## src/rtl/fft_stream_pkg.sv

```systemverilog
// Shared definitions for the FFT frame streamer: input FSM state encoding,
// core lane-packing index helpers and clog2-derived width helpers.
package fft_stream_pkg;

  // Input-side frame FSM.
  typedef enum logic [1:0] {
    S_IDLE = 2'd0,
    S_ARM  = 2'd1,
    S_LOAD = 2'd2
  } in_state_e;

  // Each complex lane occupies two W-bit fields on the core bus: real, then imaginary.
  localparam int unsigned LANE_FIELDS = 2;

  // Counter/index width for a range of n values; never narrower than one bit.
  function automatic int unsigned cnt_w(input int unsigned n);
    return (n <= 1) ? 1 : $clog2(n);
  endfunction

  // Field index of the real part of a lane on core_x/core_y (X0, X2, ...).
  function automatic int unsigned x_re_idx(input int unsigned lane);
    return LANE_FIELDS * lane;
  endfunction

  // Field index of the imaginary part of a lane on core_x/core_y (X1, X3, ...).
  function automatic int unsigned x_im_idx(input int unsigned lane);
    return LANE_FIELDS * lane + 1;
  endfunction

endpackage

```

## src/rtl/fft_mag_approx.sv

```systemverilog
// Single-lane magnitude approximation: max(|re|,|im|) + min(|re|,|im|)/2,
// saturated to the largest positive W-bit value, registered (one cycle).
module fft_mag_approx #(
  parameter int unsigned W = 16
) (
  input  logic         clk,
  input  logic         reset,
  input  logic [W-1:0] re,
  input  logic [W-1:0] im,
  output logic [W-1:0] mag
);

  logic [W-1:0] abs_re;
  logic [W-1:0] abs_im;
  logic [W-1:0] mx;
  logic [W-1:0] mn;
  logic [W:0]   sum;
  logic [W:0]   sat_lim;

  // Absolute values (most-negative input maps to 2^(W-1), still fits W bits unsigned) and the sum.
  always_comb begin
    abs_re  = re[W-1] ? (~re + 1'b1) : re;
    abs_im  = im[W-1] ? (~im + 1'b1) : im;
    if (abs_re >= abs_im) begin
      mx = abs_re;
      mn = abs_im;
    end else begin
      mx = abs_im;
      mn = abs_re;
    end
    sum     = {1'b0, mx} + {2'b00, mn[W-1:1]};
    sat_lim = {2'b00, {(W-1){1'b1}}};
  end

  // Register the saturated magnitude.
  always_ff @(posedge clk or negedge reset) begin
    if (!reset) begin
      mag <= '0;
    end else if (sum > sat_lim) begin
      mag <= {1'b0, {(W-1){1'b1}}};
    end else begin
      mag <= sum[W-1:0];
    end
  end

endmodule

```

## src/rtl/fft_frame_streamer.sv

```systemverilog
// Streams real-valued sample beats into a streaming FFT core as frames and
// retimes the core's output frames into a valid/bin/last beat stream.
// Optional macro FFT_MAG_EN: output per-lane magnitude instead of raw
// complex bins, adding one cycle of output latency.
module fft_frame_streamer
  import fft_stream_pkg::*;
#(
  parameter int unsigned N     = 1024,
  parameter int unsigned W     = 16,
  parameter int unsigned LANES = 2,
  parameter int unsigned GAP   = 512
) (
  input  logic                   clk,
  input  logic                   reset,
  input  logic                   s_valid,
  output logic                   s_ready,
  input  logic [LANES*W-1:0]     s_data,
  output logic                   core_next,
  output logic [2*LANES*W-1:0]   core_x,
  input  logic                   core_next_out,
  input  logic [2*LANES*W-1:0]   core_y,
  output logic                   m_valid,
`ifdef FFT_MAG_EN
  output logic [LANES*W-1:0]     m_data,
`else
  output logic [2*LANES*W-1:0]   m_data,
`endif
  output logic [cnt_w(N)-1:0]    m_bin,
  output logic                   m_last,
  input  logic                   clr_err,
  output logic                   underrun,
  output logic                   frame_err
);

  localparam int unsigned B     = N / LANES;
  localparam int unsigned K_W   = cnt_w(B);
  localparam int unsigned BIN_W = cnt_w(N);
  localparam int unsigned GAP_W = cnt_w(GAP + 1);
  localparam int unsigned XW    = LANE_FIELDS * LANES * W;

  // ---------------------------------------------------------------- input side

  in_state_e        state;
  in_state_e        state_nx;
  logic [K_W-1:0]   in_cnt;
  logic [GAP_W-1:0] gap_cnt;
  logic             gap_ok;
  logic             go;
  logic             beat_last;
  logic [XW-1:0]    core_x_d;

  // Next-state, ready and core input word; the final LOAD beat re-evaluates
  // the IDLE start condition in the same cycle so back-to-back frames run at
  // a 1+B cycle pitch instead of spending an extra cycle in IDLE.
  always_comb begin
    state_nx  = state;
    s_ready   = 1'b0;
    core_x_d  = '0;
    gap_ok    = (gap_cnt >= GAP_W'(GAP));
    go        = s_valid && gap_ok;
    beat_last = (in_cnt == K_W'(B - 1));
    case (state)
      S_IDLE: begin
        if (go) state_nx = S_ARM;
      end
      S_ARM: begin
        state_nx = S_LOAD;
      end
      S_LOAD: begin
        s_ready = 1'b1;
        if (s_valid) begin
          for (int unsigned l = 0; l < LANES; l++) begin
            core_x_d[x_re_idx(l)*W +: W] = s_data[l*W +: W];
            core_x_d[x_im_idx(l)*W +: W] = '0;
          end
        end
        if (beat_last) state_nx = go ? S_ARM : S_IDLE;
      end
      default: state_nx = S_IDLE;
    endcase
  end

  // Input FSM state, beat counter and registered core_next/core_x.
  always_ff @(posedge clk or negedge reset) begin
    if (!reset) begin
      state     <= S_IDLE;
      in_cnt    <= '0;
      core_next <= 1'b0;
      core_x    <= '0;
    end else begin
      state     <= state_nx;
      core_next <= (state_nx == S_ARM);
      core_x    <= core_x_d;
      if ((state == S_LOAD) && !beat_last) begin
        in_cnt <= in_cnt + 1'b1;
      end else begin
        in_cnt <= '0;
      end
    end
  end

  // Cycles elapsed since the last core_next, saturating at GAP (satisfied).
  always_ff @(posedge clk or negedge reset) begin
    if (!reset) begin
      gap_cnt <= GAP_W'(GAP);
    end else if (core_next) begin
      gap_cnt <= GAP_W'(1);
    end else if (!gap_ok) begin
      gap_cnt <= gap_cnt + 1'b1;
    end
  end

  // Sticky underrun: a LOAD beat without data; setting wins over clearing.
  always_ff @(posedge clk or negedge reset) begin
    if (!reset) begin
      underrun <= 1'b0;
    end else if ((state == S_LOAD) && !s_valid) begin
      underrun <= 1'b1;
    end else if (clr_err) begin
      underrun <= 1'b0;
    end
  end

  // --------------------------------------------------------------- output side

  logic             out_active;
  logic [K_W-1:0]   out_k;
  logic             last_d;
  logic [BIN_W-1:0] bin_d;
  logic             v1;
  logic             last1;
  logic [BIN_W-1:0] bin1;
  logic [XW-1:0]    y1;

  // Bin index and last flag for the beat taken this cycle.
  always_comb begin
    last_d = (out_k == K_W'(B - 1));
    bin_d  = BIN_W'(out_k) * BIN_W'(LANES);
  end

  // Output beat counter: core_next_out arms it, beat 0 is the following cycle.
  always_ff @(posedge clk or negedge reset) begin
    if (!reset) begin
      out_active <= 1'b0;
      out_k      <= '0;
    end else if (core_next_out) begin
      out_active <= 1'b1;
      out_k      <= '0;
    end else if (out_active) begin
      if (last_d) begin
        out_active <= 1'b0;
        out_k      <= '0;
      end else begin
        out_k <= out_k + 1'b1;
      end
    end
  end

  // Sticky frame error: a new output frame started inside an active one.
  always_ff @(posedge clk or negedge reset) begin
    if (!reset) begin
      frame_err <= 1'b0;
    end else if (core_next_out && out_active) begin
      frame_err <= 1'b1;
    end else if (clr_err) begin
      frame_err <= 1'b0;
    end
  end

  // First output stage: capture the core beat with its bin and last flag.
  always_ff @(posedge clk or negedge reset) begin
    if (!reset) begin
      v1    <= 1'b0;
      last1 <= 1'b0;
      bin1  <= '0;
      y1    <= '0;
    end else begin
      v1    <= out_active;
      last1 <= out_active && last_d;
      bin1  <= out_active ? bin_d : '0;
      y1    <= out_active ? core_y : '0;
    end
  end

`ifdef FFT_MAG_EN
  logic [LANES*W-1:0] mag_bus;
  logic               v2;
  logic               last2;
  logic [BIN_W-1:0]   bin2;

  for (genvar l = 0; l < LANES; l++) begin : g_mag
    fft_mag_approx #(.W(W)) u_mag (
      .clk   (clk),
      .reset (reset),
      .re    (y1[x_re_idx(l)*W +: W]),
      .im    (y1[x_im_idx(l)*W +: W]),
      .mag   (mag_bus[l*W +: W])
    );
  end

  // Second stage: align control with the registered magnitude.
  always_ff @(posedge clk or negedge reset) begin
    if (!reset) begin
      v2    <= 1'b0;
      last2 <= 1'b0;
      bin2  <= '0;
    end else begin
      v2    <= v1;
      last2 <= last1;
      bin2  <= bin1;
    end
  end

  assign m_valid = v2;
  assign m_data  = mag_bus;
  assign m_bin   = bin2;
  assign m_last  = last2;
`else
  assign m_valid = v1;
  assign m_data  = y1;
  assign m_bin   = bin1;
  assign m_last  = last1;
`endif

endmodule
```

## config.mk

```make
export PLATFORM = sky130hd
export DESIGN_NAME = fft_frame_streamer
export DESIGN_NICKNAME = d
export VERILOG_FILES = /design/src/rtl/fft_stream_pkg.sv /design/src/rtl/fft_mag_approx.sv /design/src/rtl/fft_frame_streamer.sv
export SDC_FILE = /design/constraint.sdc
export NUM_CORES = 1
export LEC_CHECK = 0
export CORE_ASPECT_RATIO = 2
export CORE_MARGIN = 8
export CORE_UTILIZATION = 41
export CTS_CLUSTER_DIAMETER = 30
export DETAILED_ROUTE_END_ITERATION = 16
export PLACE_DENSITY = 0.77
export SYNTH_ARGS = -nofsm -noshare
export SYNTH_HDL_FRONTEND = slang
export SYNTH_SLANG_ARGS = --single-unit
```

## constraint.sdc

```tcl
create_clock -name clk -period 2.4 [get_ports clk]
set_input_delay 0.48 -clock clk [delete_from_list [all_inputs] [get_ports clk]]
set_output_delay 0.48 -clock clk [all_outputs]
set_load 0.005 [all_outputs]
```

; Word level (Yosys, flattened, before mapping)
; Cells that the tools add are included.
[word_totals]
in_bits = 101
ramBits = 0
register_bits = 174
latchBits = 0
n_memories = 0
rom_bits = 0
out_inout_bits = 144
wordCells = 55
[op_classes]
mul = 0
n_shift = 0
n_bitwise = 0
addsub = 3
magnitude_cmp = 1
n_eq_ne = 6
div = 0
mux = 21
n_reduce_logical = 11
[op_table]
columns = operator, count
row1 = 2-to-1 mux 64 bit, 2
row2 = 2-to-1 mux 48 bit, 1
row3 = 2-to-1 mux 9 bit, 4
row4 = 2-to-1 mux 10 bit, 3
row5 = "adder 9 x 1 -> 9 bit, second input constant", 2
row6 = "== test 9 bit, second input constant", 2
row7 = "adder 10 x 1 -> 10 bit, second input constant", 1
row8 = ">= comparator 10 bit, second input constant", 1
row9 = 2-to-1 mux 1 bit, 8
row10 = one-hot mux 2 bit (3 select lines), 1
row11 = nonzero test 2 bit, 3
row12 = logical AND 1 bit, 5
row13 = "== test 2 x 1 -> 1 bit, second input constant", 2
row14 = 2-to-1 mux 2 bit, 2
row15 = "== test 2 bit, second input constant", 1
row16 = zero test 1 bit, 2
row17 = zero test 2 bit, 1
row18 = "!= test 2 bit, second input constant", 1

; Logic depth before layout (Yosys ltp)
; Gate-level depths: netlist of the first run.
[logic_depth]
depth_word = 6
depth_mapped = 7

; Worst setup path after synthesis of the first run
; OpenSTA, ideal clock, no wires.
[synth_timing]
path_kind = flip-flop to flip-flop
from = reg out_k[0]
to = reg out_k[7]
setup_time_ns = 0.069
n_path_buf = 0
required_time_ns = 2.331
arrival_time_ns = 1.856
stages_incl_launch_ff = 8
path_slack_ns = 0.475
cell_sequence = dfrtp_1 ha_1 nand3_1 nor3_1 ha_1 or3b_4 or4_1 nand3_1
[synth_via]
elab_chain_len = 4
word_cells_on_any_way = 5
cone_classes = add/sub: 1 / eq/ne: 1 / mux: 3
[synth_lines]
columns = element, line_no
row1 = from (decl), fft_frame_streamer.sv:127  ; logic [K_W-1:0] out_k;
row2 = from (signal assigned), fft_frame_streamer.sv:154  ; out_k <= out_k + 1'b1;
row3 = adder 9 x 1 -> 9 bit / == test 9 bit (equally long branches), "fft_frame_streamer.sv:154, fft_frame_streamer.sv:137"
row4 = 2-to-1 mux 9 bit *, fft_frame_streamer.sv:150  ; if (last_d) begin
row5 = 2-to-1 mux 9 bit *, fft_frame_streamer.sv:149  ; end else if (out_active) begin
row6 = 2-to-1 mux 9 bit *, fft_frame_streamer.sv:146  ; end else if (core_next_out) begin
; Every way passes the cells marked *; elsewhere a longest branch is shown, timed or not. The select of a mux whose other input is x is not followed.
; A chain may end at the register's enable or synchronous reset.

; Final worst setup path of the first run
[layout_timing]
from = reg out_k[0]
to = reg out_k[5]
; The elaborated chain is that of the path after synthesis.

==> results of run 1 <==
==> logic make-up (layout without fill, tap and decap cells) <==
logic type	Yosys count	after routing	synth area share [%]
simple gates	168	168	19.0
compound gates	34	34	4.09
mux	4	4	0.760
other cells	1	33	0.0712
fa+ha+maj	5	5	1.19
buf+inv	60	258	6.84
xor+xnor	6	6	0.998
flops	141	141	67.0
==> per-stage QoR <==
step                std cells  total power (uW)  util [%]  setup WS (ps)
detailed placement        767              2960      59.1            305
global route              799              5620      63.7           59.3
floorplan                 451              2630         -            475
CTS                       799              5470      63.7            287
global placement          767              2950      59.1            352
finish                    799              5420      63.7            234
==> worst max-delay path: cells and delay by family, from the launching register on <==
kind                     cells  cell delay (ps)
AND/OR/NAND/NOR              3              720
adder cells (fa/ha/maj)      2              510
AO/OA/AOI/OAI                2              430
flip-flops                   1              420
==> area by class of cell <==
cell class | instances | area (sq um)
fill | 939 | 4560
clock buffer | 18 | 439
multi-input combinational | 250 | 1500
clock inverter | 14 | 134
inverter | 8 | 30.0
sequential | 141 | 3530
timing repair buffer | 218 | 2180
tap | 150 | 188
==> worst paths after layout <==
path	cells after the start	end	slack, ps
max reg2reg	7	out_k[5]	230
min	1	m_data[13]	30
min in group clk	1	in_cnt[0]	510
min reg2reg	1	in_cnt[0]	510
max	7	out_k[5]	230
max in group asynchronous	2	gap_cnt[9]	1650
==> synth_stat cells (2+ instances only) <==
library cell | instances | area, sq um
mux2i_1 | 4 | 40.0
buf_4 | 34 | 255
nand3_1 | 8 | 40.0
nand2_1 | 9 | 33.8
inv_1 | 8 | 30.0
xnor2_1 | 3 | 26.3
a22o_1 | 4 | 35.0
nand4_1 | 3 | 18.8
and3_1 | 36 | 225
ha_1 | 5 | 62.6
xor2_1 | 3 | 26.3
nor3_1 | 5 | 25.0
nor2b_1 | 5 | 31.3
o21ai_0 | 10 | 50.1
a21oi_1 | 9 | 45.0
a21o_1 | 2 | 15.0
a41oi_1 | 2 | 17.5
dfrtp_1 | 140 | 3500
clkbuf_1 | 17 | 63.8
and2_1 | 74 | 463
or3_1 | 5 | 31.3
or4_1 | 4 | 30.0
o31ai_1 | 3 | 22.5
nor2_1 | 12 | 45.0
a31oi_1 | 2 | 12.5
==> flip-flops by register name (all words and copies together) (netlist names) <==
signal,flops
m_last,1
out_active,1
m_data,64
state,2
underrun,1
m_valid,1
frame_err,1
out_k,9
core_x,32
core_next,1
gap_cnt,10
m_bin,9
in_cnt,9
==> per-layer routing <==
metal,vias up,part of all wire [%]
li1,1750,-
met1,1863,35
met2,155,57
met3,25,5.7
met4,0,2.9
met5,-,0
==> power by group <==
group / internal [uW] / total (uW) / switching, uW
Clock: 1470 / 2510 / 1040
Sequential: 2440 / 2470 / 26.3
Combinational: 288 / 443 / 155
==> impl_metrics.csv, run 1 <==
group,metric,value,unit
global_route,gr-usage-met3,4.72,%
global_route,grt_start_max_net_pins,55,
routing,vias,3793,
floorplanning,rows,58,
synth,yosysWarnings,0,
sta,max_freq,462,MHz
clock_network,htree_levels,4,
clock_network,holdBufCountCts,0,
synth,synth_flop_cell,"dfrtp_1",
setup_path,critPathLaunch,"out_k[0]",
pwr,ir_drop,622,uV
clock_network,cts-resized-gates,0,
setup_path,endpoint_kind,"register",
setup_path,r2r-start,"out_k[0]",
clock_network,clk_latency,400,ps
final_layout,antenna-diode-count,0,
clock_network,cts_sinks,141,
floorplanning,die_area,16900,sq um
global_route,busiest_layer,"met2",
setup_path,slowest_stage,"nor3b_2",
setup_path,crit_path_max_fanout,9,
final_layout,final_cell_mix,"clkdlybuf4s50_1 (210), dfrtp_1 (139), and2_1 (74)",
synth,ys_seq_area_share,67.0,%
clock_network,cts_buffers,17,
synth,synthCells,419,
sta,final.period_utilization,90.2,%
routing,drc,0,
setup_path,slowest_delay,510,ps
sta,finalCriticalPeriod,2170,ps
setup_path,cpMostUsedCell,"ha_1",
synth,synth_cell_type_count,37,
sta,max_slew_margin,61.4,%
setup_path,required,2710,ps
placed_design,gp_congestion,0.888,
global_route,grt_pass1_wl,22700,um
sta,hold-worst-slack,30.6,ps
clock_network,clk_path_buf_depth,2,
synth,synth-seq-cells,141,
final_layout,fin_area,8000,sq um
global_route,grtUsageMet2,32.0,%
global_route,overflow,0,
floorplanning,initial_utilization,41.9,%
global_route,antenna_found_initial,0,
global_route,grt_pass1_vias,4239,
clock_network,path_clk_slew,60,ps
placed_design,placed_area,7430,sq um
sta,finalHoldViolCount,0,
sta,setup_tns,0,ps
sta,slew_viol_final,0,
synth,synth_enable_flop_cells,0,
global_route,track_usage,17.7,%
routing,drtIter0Drc,126,
placed_design,hpwl,11400,um
routing,ant_nets,0,
final_layout,final_common_cell,"clkdlybuf4s50_1",
routing,route.detailed.wl_per_inst,18.6,um
final_layout,syn_to_final_growth,51.9,%
synth,syn_area,5270,sq um
setup_path,criticalPathCategory,"reg -> reg",
synth,synth.avg_cell_area,12.6,sq um
min_path,hold_class,"in -> async",
floorplanning,die_x,96.1,um
setup_path,critPathLaunchType,"register",
setup_path,cp_cell_sequence,"ha_1 -> nand3_1 -> nor3_1 -> ha_1 -> nor3b_2 -> o21ai_0 -> a31oi_1",
clock_network,cts_setup_buffers,0,
sta,worstMarginPinSlew,576,ps
sta,finClkSkew,8.87,ps
synth,synthArstFlopShare,100,%
global_route,grt_use_met1,18.0,%
routing,first_pass_iters,4,
routing,viasPerCell,4.75,
final_layout,drive_above_1_share,7.24,%
setup_path,arrival,2480,ps
floorplanning,core_area,12600,sq um
sta,rsz0062_at_grt,"no",
pwr,p_leak,0.00365,uW
run_status,run_status,"completed",
clock_network,root_buffer,"clkbuf_16",
routing,wl,14900,um
pwr,powerDensity,677,nW/um^2
floorplanning,pin_count,245,
clock_network,cts_tree,"done",
floorplanning,die_h,176,um
sta,setup_viol,0,
final_layout,num-nets-final,742,
job,maxCapViolCount,0,
placed_design,port_buffers,211,
No activity file was read; power rests on OpenSTA's default activity.
==> run 2: changes to the inputs <==
Settings changed: CAP_MARGIN from default to 5, CELL_PAD_IN_SITES_DETAIL_PLACEMENT from default to 1, CELL_PAD_IN_SITES_GLOBAL_PLACEMENT from default to 2, CORE_UTILIZATION 41 to 38, DONT_BUFFER_PORTS from default to 1, PLACE_DENSITY 0.77 to 0.75.
==> impl_metrics.csv, run 2 (synthesis gave the netlist of run 1 again) <==
group,metric,value,unit
setup_path,criticalPathCategory,"reg -> reg",
sta,rsz0062_at_grt,"no",
placed_design,gp_congestion,0.732,
routing,drc,0,
placed_design,dp.cells,559,
job,maxCapViolCount,0,
sta,final.period_utilization,86.8,%
setup_path,critPathLaunchType,"register",
sta,setup_tns,0,ps
routing,viasPerCell,5.00,
final_layout,final_common_cell,"dfrtp_1",
clock_network,htree_levels,4,
floorplanning,initial_utilization,38.3,%
setup_path,arrival,2430,ps
setup_path,endpoint_kind,"register",
sta,max_freq,480,MHz
sta,setup_viol,0,
sta,max_slew_margin,60.8,%
clock_network,cts_sinks,141,
pwr,p_leak,0.00281,uW
floorplanning,die_area,18100,sq um
sta,slew_viol_final,0,
final_layout,syn_to_final_growth,11.0,%
routing,ant_nets,0,
global_route,track_usage,14.2,%
clock_network,cts_tree,"done",
clock_network,path_clk_slew,60,ps
floorplanning,core_area,13700,sq um
routing,first_pass_iters,4,
setup_path,crit_path_max_fanout,6,
final_layout,final_cell_mix,"dfrtp_1 (139), and2_1 (74), and3_1 (36)",
setup_path,r2r-start,"out_k[0]",
routing,route.detailed.wl_per_inst,21.5,um
run_status,violations,"hold timing",
floorplanning,rows,61,
setup_path,critPathLaunch,"out_k[0]",
sta,hold-worst-slack,-238,ps
pwr,powerDensity,858,nW/um^2
min_path,hold_class,"in -> async",
clock_network,clk_path_buf_depth,2,
final_layout,drive_above_1_share,9.45,%
floorplanning,pin_count,245,
clock_network,root_buffer,"clkbuf_16",
final_layout,stdcell_count,594,
final_layout,num-nets-final,527,
routing,vias,2968,
sta,finClkSkew,5.16,ps
floorplanning,die_x,99.2,um
floorplanning,die_h,182,um
global_route,grt_pass1_vias,3216,
pwr,ir_drop,504,uV
sta,finalHoldViolCount,141,
sta,finalCriticalPeriod,2080,ps
global_route,grt_start_max_net_pins,142,
run_status,run_status,"complete, but fails checks",
global_route,grt_pass1_wl,19200,um
global_route,antenna_found_initial,4,
final_layout,largest_reg_flops,64,
global_route,overflow,0,
placed_design,port_buffers,0,
routing,drtIter0Drc,91,
clock_network,cts_buffers,17,
setup_path,required,2740,ps
routing,wl,12700,um
clock_network,clk_latency,410,ps
pwr,total_power,5020,uW
placed_design,hpwl,9320,um
sta,worstMarginPinSlew,588,ps
## run 2: cell type report
class | count | area (sq um)
antenna | 3 | 7.51
timing repair buffer | 3 | 22.5
clock buffer | 19 | 443
fill | 1444 | 7890
sequential | 141 | 3530
clock inverter | 13 | 118
inverter | 8 | 30.0
tap | 157 | 196
multi-input combinational | 250 | 1500
## run 2: where the power goes
group,internal (uW),total (uW),leakage (uW),switching (uW)
combinational,39.9,80.7,0.000754,40.8
clock,1450,2440,0.000273,990
sequential,2440,2490,0.00179,50.2
total,3940,5020,0.00281,1080
## run 2: path summary, 6_finish.rpt
kind                              end  slack (ps)  cells after the start
min in group clk             out_k[8]         130                      1
max in group asynchronous  m_data[40]        2380                      0
max                          out_k[7]         320                      7
min reg2reg                 in_cnt[0]         500                      1
min                        gap_cnt[3]        -240                      0
max reg2reg                  out_k[7]         320                      7
## run 2: what timing repair did
action / 4_1_cts / 5_1_grt
hold endpoints to repair: 141 / 141
resized for setup: 0 / 0
setup endpoints to repair: 0 / 0
buffers inserted: 0 / 0
## run 2: layer usage
metal	GRT usage [%]	up-vias	part of all wire, %	wire length (um)
li1	-	1323	-	-
met1	15.9	1449	39	4960
met2	21.6	177	48	6060
met3	8.09	15	12	1550
met4	5.86	4	1.3	165
met5	0	-	0.13	16
## run 2: critical path, stage by stage (launching register included)
cell and delay (ps):
dfrtp_1 430, ha_1 250, nand3_1 130, nor3_1 80, ha_1 240, or3b_4 410, or4_1 400, nand3_1 80
## run 2: stage by stage
step / cell area, sq um / util (%) / worst slack [ps]
floorplan: 5390 / - / 475
global placement: 5280 / 38.4 / 360
detailed placement: 5280 / 38.4 / 316
CTS: 5840 / 42.5 / 299
global route: 5840 / 42.5 / 98.0
finish: 5850 / 42.6 / 316
==> run 3: changes to the inputs <==
==> constraint.sdc (replaced) <==
create_clock -name clk -period 2.4 [get_ports clk]
set_input_delay 0.24 -clock clk [delete_from_list [all_inputs] [get_ports clk]]
set_output_delay 0.24 -clock clk [all_outputs]
set_load 0.005 [all_outputs]
==> impl_metrics.csv, run 3 (synthesis gave the netlist of run 1 again) <==
group,metric,value,unit
floorplanning,die_h,182,um
clock_network,clk_path_buf_depth,2,
sta,setup_tns,0,ps
global_route,grt_pass1_vias,3908,
routing,drtIter0Drc,75,
setup_path,cp_cell_sequence,"ha_1 -> nand3_1 -> nor3_1 -> ha_1 -> nor3b_2 -> a41oi_1 -> a31oi_1",
routing,first_pass_iters,4,
final_layout,num-nets-final,619,
placed_design,place_ws,337,ps
placed_design,port_buffers,0,
sta,setup_slack,287,ps
floorplanning,die_x,99.2,um
clock_network,cts_tree,"done",
routing,drc,0,
floorplanning,initial_utilization,38.3,%
run_status,violations,"hold timing",
placed_design,gp_congestion,0.727,
setup_path,crit_path_max_fanout,9,
clock_network,htree_levels,4,
pwr,powerDensity,795,nW/um^2
floorplanning,core_area,13700,sq um
pwr,p_leak,0.00321,uW
final_layout,largest_reg_flops,64,
setup_path,critPathLaunch,"out_k[0]",
floorplanning,die_area,18100,sq um
clock_network,cts_buffers,17,
floorplanning,rows,61,
clock_network,path_clk_slew,60,ps
sta,setup_viol,0,
run_status,run_status,"complete, but fails checks",
global_route,antenna_found_initial,2,
final_layout,final_common_cell,"dfrtp_1",
setup_path,required,2730,ps
global_route,overflow,0,
placed_design,hpwl,9450,um
sta,hold-worst-slack,-482,ps
global_route,track_usage,16.9,%
setup_path,r2r-start,"out_k[0]",
setup_path,critPathLaunchType,"register",
sta,finClkSkew,7.53,ps
final_layout,final_cell_mix,"dfrtp_1 (139), dlygate4sd3_1 (93), and2_1 (74)",
clock_network,cts_setup_buffers,0,
sta,final.period_utilization,88.0,%
sta,max_freq,473,MHz
clock_network,cts_sinks,141,
final_layout,drive_above_1_share,7.22,%
routing,vias,3379,
setup_path,endpoint_kind,"register",
pwr,ir_drop,461,uV
setup_path,criticalPathCategory,"reg -> reg",
final_layout,fin_area,6820,sq um
final_layout,postLayoutCoreUtil,49.6,%
final_layout,syn_to_final_growth,29.4,%
clock_network,root_buffer,"clkbuf_16",
setup_path,slowest_stage,"nor3b_2",
global_route,grt_pass1_wl,23000,um
sta,slew_viol_final,0,
setup_path,cp_top_family,"simple AND/OR/NAND/NOR gates",
final_layout,n_fill_cell,1371,
routing,wl,14800,um
sta,rsz0062_at_grt,"no",
setup_path,slowest_delay,500,ps
job,maxCapViolCount,0,
sta,max_slew_margin,42.4,%
global_route,grt_start_max_net_pins,142,
routing,ant_nets,0,
floorplanning,pin_count,245,
clock_network,clk_latency,410,ps
setup_path,crit_buf_inv,0,
sta,worstMarginPinSlew,862,ps
min_path,hold_class,"in -> async",
sta,finalCriticalPeriod,2110,ps
sta,finalHoldViolCount,141,
placed_design,placed_area,5270,sq um
routing,viasPerCell,4.94,
setup_path,arrival,2450,ps
setup_path,cpMostUsedCell,"ha_1",
routing,route.detailed.wl_per_inst,21.7,um
## run 3: timing repair
item,in CTS,in global routing
gates resized for setup,0,0
hold endpoints to repair,237,142
hold buffers,92,1
## run 3: path summary, 6_finish.rpt
path / endpoint / slack (ps) / depth (start not counted)
max in group asynchronous: gap_cnt[9] / 2510 / 0
setup / recovery: out_k[6] / 290 / 7
hold reg to reg: in_cnt[0] / 490 / 1
hold / removal: gap_cnt[7] / -480 / 0
min in group clk: m_data[7] / 20 / 1
setup reg to reg: out_k[6] / 290 / 7
## run 3: worst reg2reg max path: cells and delay by family, from the launching register on
kind                     cells  cell delay (ps)
flip-flops                   1              440
AND/OR/NAND/NOR              3              720
AO/OA/AOI/OAI                2              380
adder cells (fa/ha/maj)      2              500
## run 3: cell type report
cell class / instances / area, sq um / share of cell area [%]
flip-flops and latches: 141 / 3530 / 51.8
multi-input cells: 250 / 1500 / 22.0
repair buffers: 95 / 946 / 13.9
clock buffers: 23 / 478 / 7.01
well taps: 157 / 196 / 2.88
clock inverters: 9 / 134 / 1.96
inverters: 8 / 30.0 / 0.441
diodes: 1 / 2.50 / 0.0367
## run 3: routing by layer
layer  up-vias  track usage [%]  routed length (um)
li1       1508                -                   -
met1      1667             17.7                5340
met2       181             27.4                7530
met3        21             8.97                1700
met4         2             7.08                 263
met5         -                0                   8
## run 3: stage by stage
stage / instances / power [uW]
finish: 684 / 5420
global route: 683 / 5610
CTS: 682 / 5470
detailed placement: 558 / 2620
global placement: 558 / 2620
floorplan: 451 / 2630
## run 3: report_power, final
part           internal [uW]  switching (uW)  leakage [uW]
clock network           1720             989      0.000286
logic                    140            76.1       0.00114
registers               2440            52.9       0.00179
total                   4300            1120       0.00321
